[config.mk]
export PLATFORM = sky130hd
export DESIGN_NAME = icache
export DESIGN_NICKNAME = d
export VERILOG_FILES = /design/src/rtl/cpu_types_pkg.sv /design/src/rtl/icache_frame_array.sv /design/src/rtl/icache.sv
export SDC_FILE = /design/constraint.sdc
export NUM_CORES = 1
export LEC_CHECK = 0
export BUFFER_PORTS_ARGS = -buffer_cell sky130_fd_sc_hd__buf_4
export CORE_MARGIN = 2
export CORE_UTILIZATION = 55
export DETAILED_ROUTE_END_ITERATION = 8
export MAX_ROUTING_LAYER = met4
export PLACE_DENSITY = 0.77
export SLEW_MARGIN = 20
export SYNTH_ARGS = -nofsm -noshare
export SYNTH_HDL_FRONTEND = slang
export SYNTH_SLANG_ARGS = --single-unit
[constraint.sdc]
create_clock -name CLK -period 6.6 [get_ports CLK]
set_input_delay 0 -clock CLK [delete_from_list [all_inputs] [get_ports CLK]]
set_output_delay 0 -clock CLK [all_outputs]
set_load 0.02 [all_outputs]
[src/rtl/cpu_types_pkg.sv]
// cpu_types_pkg: shared icache types and default geometry (16 frames, 32-bit words)
package cpu_types_pkg;
  localparam int ICACHE_IDX_W = 4;
  localparam int ICACHE_TAG_W = 32 - ICACHE_IDX_W - 2;
  typedef enum logic {IDLE, MISS} icache_state_t;
  typedef struct packed {
    logic                    valid;
    logic [ICACHE_TAG_W-1:0] tag;
    logic [31:0]             data;
  } icache_frame_t;
endpackage

[src/rtl/icache_frame_array.sv]
// icache_frame_array: SETS-entry frame storage, combinational read, one sync write, sync valid clear
// Ports: CLK, nRST (sync active-low, clears valid bits only);
//        rd_idx -> rd_valid/rd_tag/rd_data (combinational);
//        wr_en/wr_idx/wr_tag/wr_data (written on rising edge, sets valid).
module icache_frame_array
  import cpu_types_pkg::*;
#(
  parameter int SETS   = 1 << ICACHE_IDX_W,
  parameter int WORD_W = 32,
  parameter int IDX_W  = $clog2(SETS),
  parameter int TAG_W  = WORD_W - IDX_W - 2
) (
  input  logic              CLK,
  input  logic              nRST,
  input  logic [IDX_W-1:0]  rd_idx,
  output logic              rd_valid,
  output logic [TAG_W-1:0]  rd_tag,
  output logic [WORD_W-1:0] rd_data,
  input  logic              wr_en,
  input  logic [IDX_W-1:0]  wr_idx,
  input  logic [TAG_W-1:0]  wr_tag,
  input  logic [WORD_W-1:0] wr_data
);
  logic [SETS-1:0]   valid;
  logic [TAG_W-1:0]  tag  [SETS];
  logic [WORD_W-1:0] data [SETS];
  always_ff @(posedge CLK)
    if (!nRST) valid <= '0;
    else if (wr_en) valid[wr_idx] <= 1'b1;
  // Tag/data need no reset: they are only observed through a set valid bit.
  always_ff @(posedge CLK)
    if (wr_en) begin
      tag[wr_idx]  <= wr_tag;
      data[wr_idx] <= wr_data;
    end
  assign rd_valid = valid[rd_idx];
  assign rd_tag   = tag[rd_idx];
  assign rd_data  = data[rd_idx];
endmodule

[src/rtl/icache.sv]
// icache: direct-mapped read-only instruction cache with single-word miss fill
// Ports: CLK, nRST (sync active-low);
//        fetch side: imemREN, imemaddr in; ihit, imemload out (hit is same-cycle);
//        memory side: iREN, iaddr out; iwait, iload in (iwait low = iload valid);
//        hit_count, miss_count out only when ICACHE_STATS_EN is defined.
module icache
  import cpu_types_pkg::*;
#(
  parameter int SETS   = 1 << ICACHE_IDX_W,
  parameter int WORD_W = 32
) (
  input  logic              CLK,
  input  logic              nRST,
  input  logic              imemREN,
  input  logic [WORD_W-1:0] imemaddr,
  output logic              ihit,
  output logic [WORD_W-1:0] imemload,
  output logic              iREN,
  output logic [WORD_W-1:0] iaddr,
  input  logic              iwait,
  input  logic [WORD_W-1:0] iload
`ifdef ICACHE_STATS_EN
  ,
  output logic [WORD_W-1:0] hit_count,
  output logic [WORD_W-1:0] miss_count
`endif
);
  localparam int IDX_W = $clog2(SETS);
  localparam int TAG_W = WORD_W - IDX_W - 2;
  icache_state_t     state;
  logic [WORD_W-1:0] miss_addr;
  logic              f_valid;
  logic [TAG_W-1:0]  f_tag;
  logic              hit;
  logic              fill;
  logic              unused;
  icache_frame_array #(.SETS(SETS), .WORD_W(WORD_W)) frames (
    .CLK     (CLK),
    .nRST    (nRST),
    .rd_idx  (imemaddr[IDX_W+1:2]),
    .rd_valid(f_valid),
    .rd_tag  (f_tag),
    .rd_data (imemload),
    .wr_en   (fill),
    .wr_idx  (miss_addr[IDX_W+1:2]),
    .wr_tag  (miss_addr[WORD_W-1:IDX_W+2]),
    .wr_data (iload)
  );
  assign hit    = f_valid && f_tag == imemaddr[WORD_W-1:IDX_W+2];
  assign fill   = nRST && state == MISS && !iwait;
  assign ihit   = nRST && state == IDLE && imemREN && hit;
  assign iREN   = nRST && state == MISS;
  assign iaddr  = state == MISS ? miss_addr : '0;
  assign unused = &{1'b0, imemaddr[1:0]};
  // The fill always targets miss_addr, so fetch redirects during MISS never abandon the arbiter.
  always_ff @(posedge CLK)
    if (!nRST) begin
      state     <= IDLE;
      miss_addr <= '0;
`ifdef ICACHE_STATS_EN
      hit_count  <= '0;
      miss_count <= '0;
`endif
    end else if (state == IDLE) begin
      if (imemREN && !hit) begin
        state     <= MISS;
        miss_addr <= imemaddr;
      end
`ifdef ICACHE_STATS_EN
      if (imemREN && hit) hit_count <= hit_count + 1'b1;
      if (imemREN && !hit) miss_count <= miss_count + 1'b1;
`endif
    end else if (!iwait) state <= IDLE;
endmodule

==> flow_summary.yaml <==
routing:
  num_vias: 20045
  wirelength_met1_mm: 35.36
  wl_met3_mm: 9.100
  drc_errors: 0
  ant_nets: 0
  viasPerCell: 6.477
  firstDrtPassIters: 6
  wl_met2_mm: 44.09
  top_layer: "met4"
  dr.first_iter.drc_count: 2540
  wl_mm: 90.11
  wl_per_cell_um: 29.12
worst_hold_path:
  hold_class: "in -> reg"
  hold_start: "imemaddr[5]"
pwr:
  peakVddDrop_uv: 188.2
  p_sw_share_pct: 21.60
  powerDensity_nw_per_um2: 292.7
  p_int_mw: 10.13
  leakage_nw: 14.40
  p_sw_mw: 2.792
  comb_power_share_pct: 5.7
  p_seq_share_pct: 54.0
  power_frac_clock_pct: 40.4
global_route:
  antenna_found_initial: 3
  grtUsageTotal_pct: 26.05
  grt_first_pass_wirelength_mm: 132.6
  grt_pass1_vias: 20234
  grt_overflow_total: 0
  grt_max_degree: 114
sta:
  setup_slack_ns: 2.124
  rsz0062_at_grt: "false"
  finalSetupViolations: 0
  slew_viol_final: 0
  tns_ns: 0
  fin_crit_ns: 4.476
  maxSlewHeadroom_pct: 26.37
  skew_ns: 0.02519
  hold_viol: 0
  fmax_mhz: 223.4
  worst_slew_pin_slew_ns: 1.104
  post-route-period-util_pct: 67.82
yosys:
  synth_edf_count: 928
  synth.distinct_cells: 58
  synthXorXnorAreaFrac_pct: 0.8184
  synth_compound_area_share_pct: 3.550
  netlist_instances: 1864
  synth_top_area_share_pct: 72.33
  synth_top_family_by_area: "multiplexers"
  synth_top_area_cell: "edfxtp_1"
  synthMuxAreaShare_pct: 15.88
  syn_avg_cell_area_sq_um: 20.67
  yosys-top-cells-area: "edfxtp_1 (72%), mux4_2 (14%), dfxtp_1 (2.5%)"
  synthSimpleGateAreaFrac_pct: 3.176
  ys_ff_latch: 977
  synthAdderAreaFrac_pct: 0
  synth_top_flop_cell: "edfxtp_1"
  netlist_area_sq_um: 38530
  syn-num-nets: 1932
  yosysSeqAreaShare_pct: 74.87
  synthArstFlopShare_pct: 0
  yosysWarnings: 0
worst_setup_path:
  startpoint: "imemaddr[4]"
  reg2reg_from: "frames.tag[15][21]$_DFFE_PP_"
  crit_top_cell: "buf_4"
  worstSetupPathType: "in -> reg"
  rr_worst_depth: 11
  path_depth: 13
  required_ns: 7.13
  path_max_fanout: 59
  end_kind: "register"
  critical_path.top_delay_family: "buffers and inverters"
  cp.arrival_ns: 5.01
  start_kind: "primary input"
  reg2reg_to: "state$_SDFF_PN0_"
  reg2reg_slack_ns: 2.29
  crit_buf_inv: 5
  endpoint: "state$_SDFF_PN0_"
  path_cells: "buf_4 > buf_4 > mux4_2 > nor3b_1 > or4_4 > nor3_2 > nand2_1 > or3_1 > buf_4 > or3_1 > buf_4 > o311a_1 > dlygate4sd3_1"
  cpMaxStageDelayCell: "buf_4"
  slowest_delay_ns: 0.75
clocking:
  clockRootBuffer: "clkbuf_16"
  clock_latency_ns: 0.67
  htreeDepth: 3
  post_cts_buffers: 0
  cts_tree: "done"
  cts.sinks: 977
  clk_path_buf_depth: 3
  cts_made_buffers: 94
  cts_repair_resize_count: 0
  path_clk_slew_ns: 0.06
placed_design:
  gp_congestion: 0.8608
  port_buffers: 133
  dp_hpwl_mm: 45.74
  dp_slack_ns: 2.189
die:
  placementRows: 97
  dieArea_sq_um: 72180
  die_y_um: 268.7
  core-area_sq_um: 69660
  ios: 134
  fp.dieW_um: 268.7
  start_util_pct: 55.31
cells_and_area:
  drive_gt1_share_pct: 26.30
  syn2layout_area_growth_pct: 14.62
  final_nets: 2143
run:
  max_cap_viol_count: 0
outcome:
  status: "complete, no violations"
power by group through the flow:
stage                     combinational (mW)  sequential (mW)  clock (mW)
after global placement                 0.670             7.09           0
final                                  0.736             6.97        5.22
after global routing                   0.780             6.98        5.49
after CTS                              0.729             6.97        5.27
after detailed placement               0.688             7.10           0
after floorplan                        0.458             7.05           0
per-stage QoR:
step	utilization, %	hold slack (ns)	power, mW	cells	cell area [sq um]
5_1_grt	63.39	0.1397	13.26	3095	44160
6_report	63.39	0.1024	12.93	3095	44160
4_1_cts	63.27	0.02621	12.97	3089	44080
2_1_floorplan	-	0.09887	7.507	1864	38530
3_3_place_gp	58.08	0.2808	7.761	2851	40460
3_5_place_dp	58.08	0.2958	7.790	2851	40460
layout by cell type (no fill, tap or decap), types with 7 or more instances in the layout:
cell type,count
o22a_1,9
o31ai_1,33
a22oi_1,15
and2_1,36
dfxtp_1,49
a21oi_1,37
nand2_1,43
clkbuf_1,22
edfxtp_1,928
o21ai_0,7
nand3_1,10
clkbuf_16,96
buf_4,164
xnor2_1,19
mux4_2,241
nor2_1,45
o21a_1,17
xor2_1,17
nor2_4,12
o221ai_1,10
and3_1,34
clkinv_2,19
mux2i_1,69
dlygate4sd3_1,66
nand2b_1,9
o311ai_1,31
clkinv_1,24
worst min path at each step:
| stage | end | cells past startpoint |
|---|---|---|
| after floorplan | frames.data[0][0]$_DFFE_PP_ | 0 |
| final | miss_addr[5]$_SDFFE_PN0P_ | 4 |
| after global routing | miss_addr[5]$_SDFFE_PN0P_ | 4 |
| after global placement | frames.data[8][8]$_DFFE_PP_ | 1 |
| after detailed placement | frames.data[4][31]$_DFFE_PP_ | 1 |
| after CTS | miss_addr[5]$_SDFFE_PN0P_ | 4 |
worst register-to-register path, stage by stage, from the launching register on:
cell and delay, ns:
edfxtp_1 0.38, mux4_2 0.51, xnor2_1 0.38, a221oi_1 0.19
o22ai_1 0.34, nand3_1 0.14, or3_1 0.42, buf_4 0.28
or3_1 0.35, buf_4 0.26, o311a_1 0.39, dlygate4sd3_1 0.56
repair_timing:
item	in CTS	in global routing
setup endpoints to repair	0	0
hold buffers	65	1
endpoints found under the hold margin	559	4
flip-flops by register name, summed over array words and instances, names as in the netlist:
register / cells
frames.valid: 16
frames.data: 512
miss_addr: 32
frames.tag: 416
state: 1
per-layer routing:
metal / track usage, % / vias up
li1: - / 8215
met1: 36.71 / 10476
met2: 40.54 / 1198
met3: 4.612 / 156
met4: 5.766 / 0
met5: - / -
cell usage after synthesis (9+ instances only):
library cell,number
a21oi_1,37
a22oi_1,15
and2_1,36
and3_1,34
buf_1,18
buf_2,21
buf_6,10
clkbuf_1,59
dfxtp_1,49
edfxtp_1,928
mux2i_1,69
mux4_2,241
nand2_1,43
nand2b_1,9
nand3_1,10
nor2_1,58
nor3_1,9
o21a_1,17
o221ai_1,10
o22a_1,9
o311ai_1,31
o31ai_1,33
xnor2_1,19
xor2_1,17
logic make-up after synthesis:
| logic type | Yosys count |
|---|---|
| and+or+nand+nor | 233 |
| muxes | 310 |
| AOI/OAI and AO/OA | 185 |
| DFF | 977 |
| buffers and inverters | 123 |
| xor gates and xnor gates | 36 |
final cells by class:
cell class,instances,area (sq um)
Sequential cell,977,28850
Fill cell,4615,25500
Multi-Input combinational cell,764,9154
Clock buffer,121,2520
Timing Repair Buffer,235,1997
Tap cell,940,1176
Clock inverter,52,445.4
Inverter,3,12.51
Antenna cell,3,7.507
Power figures use the tool's default switching activity.
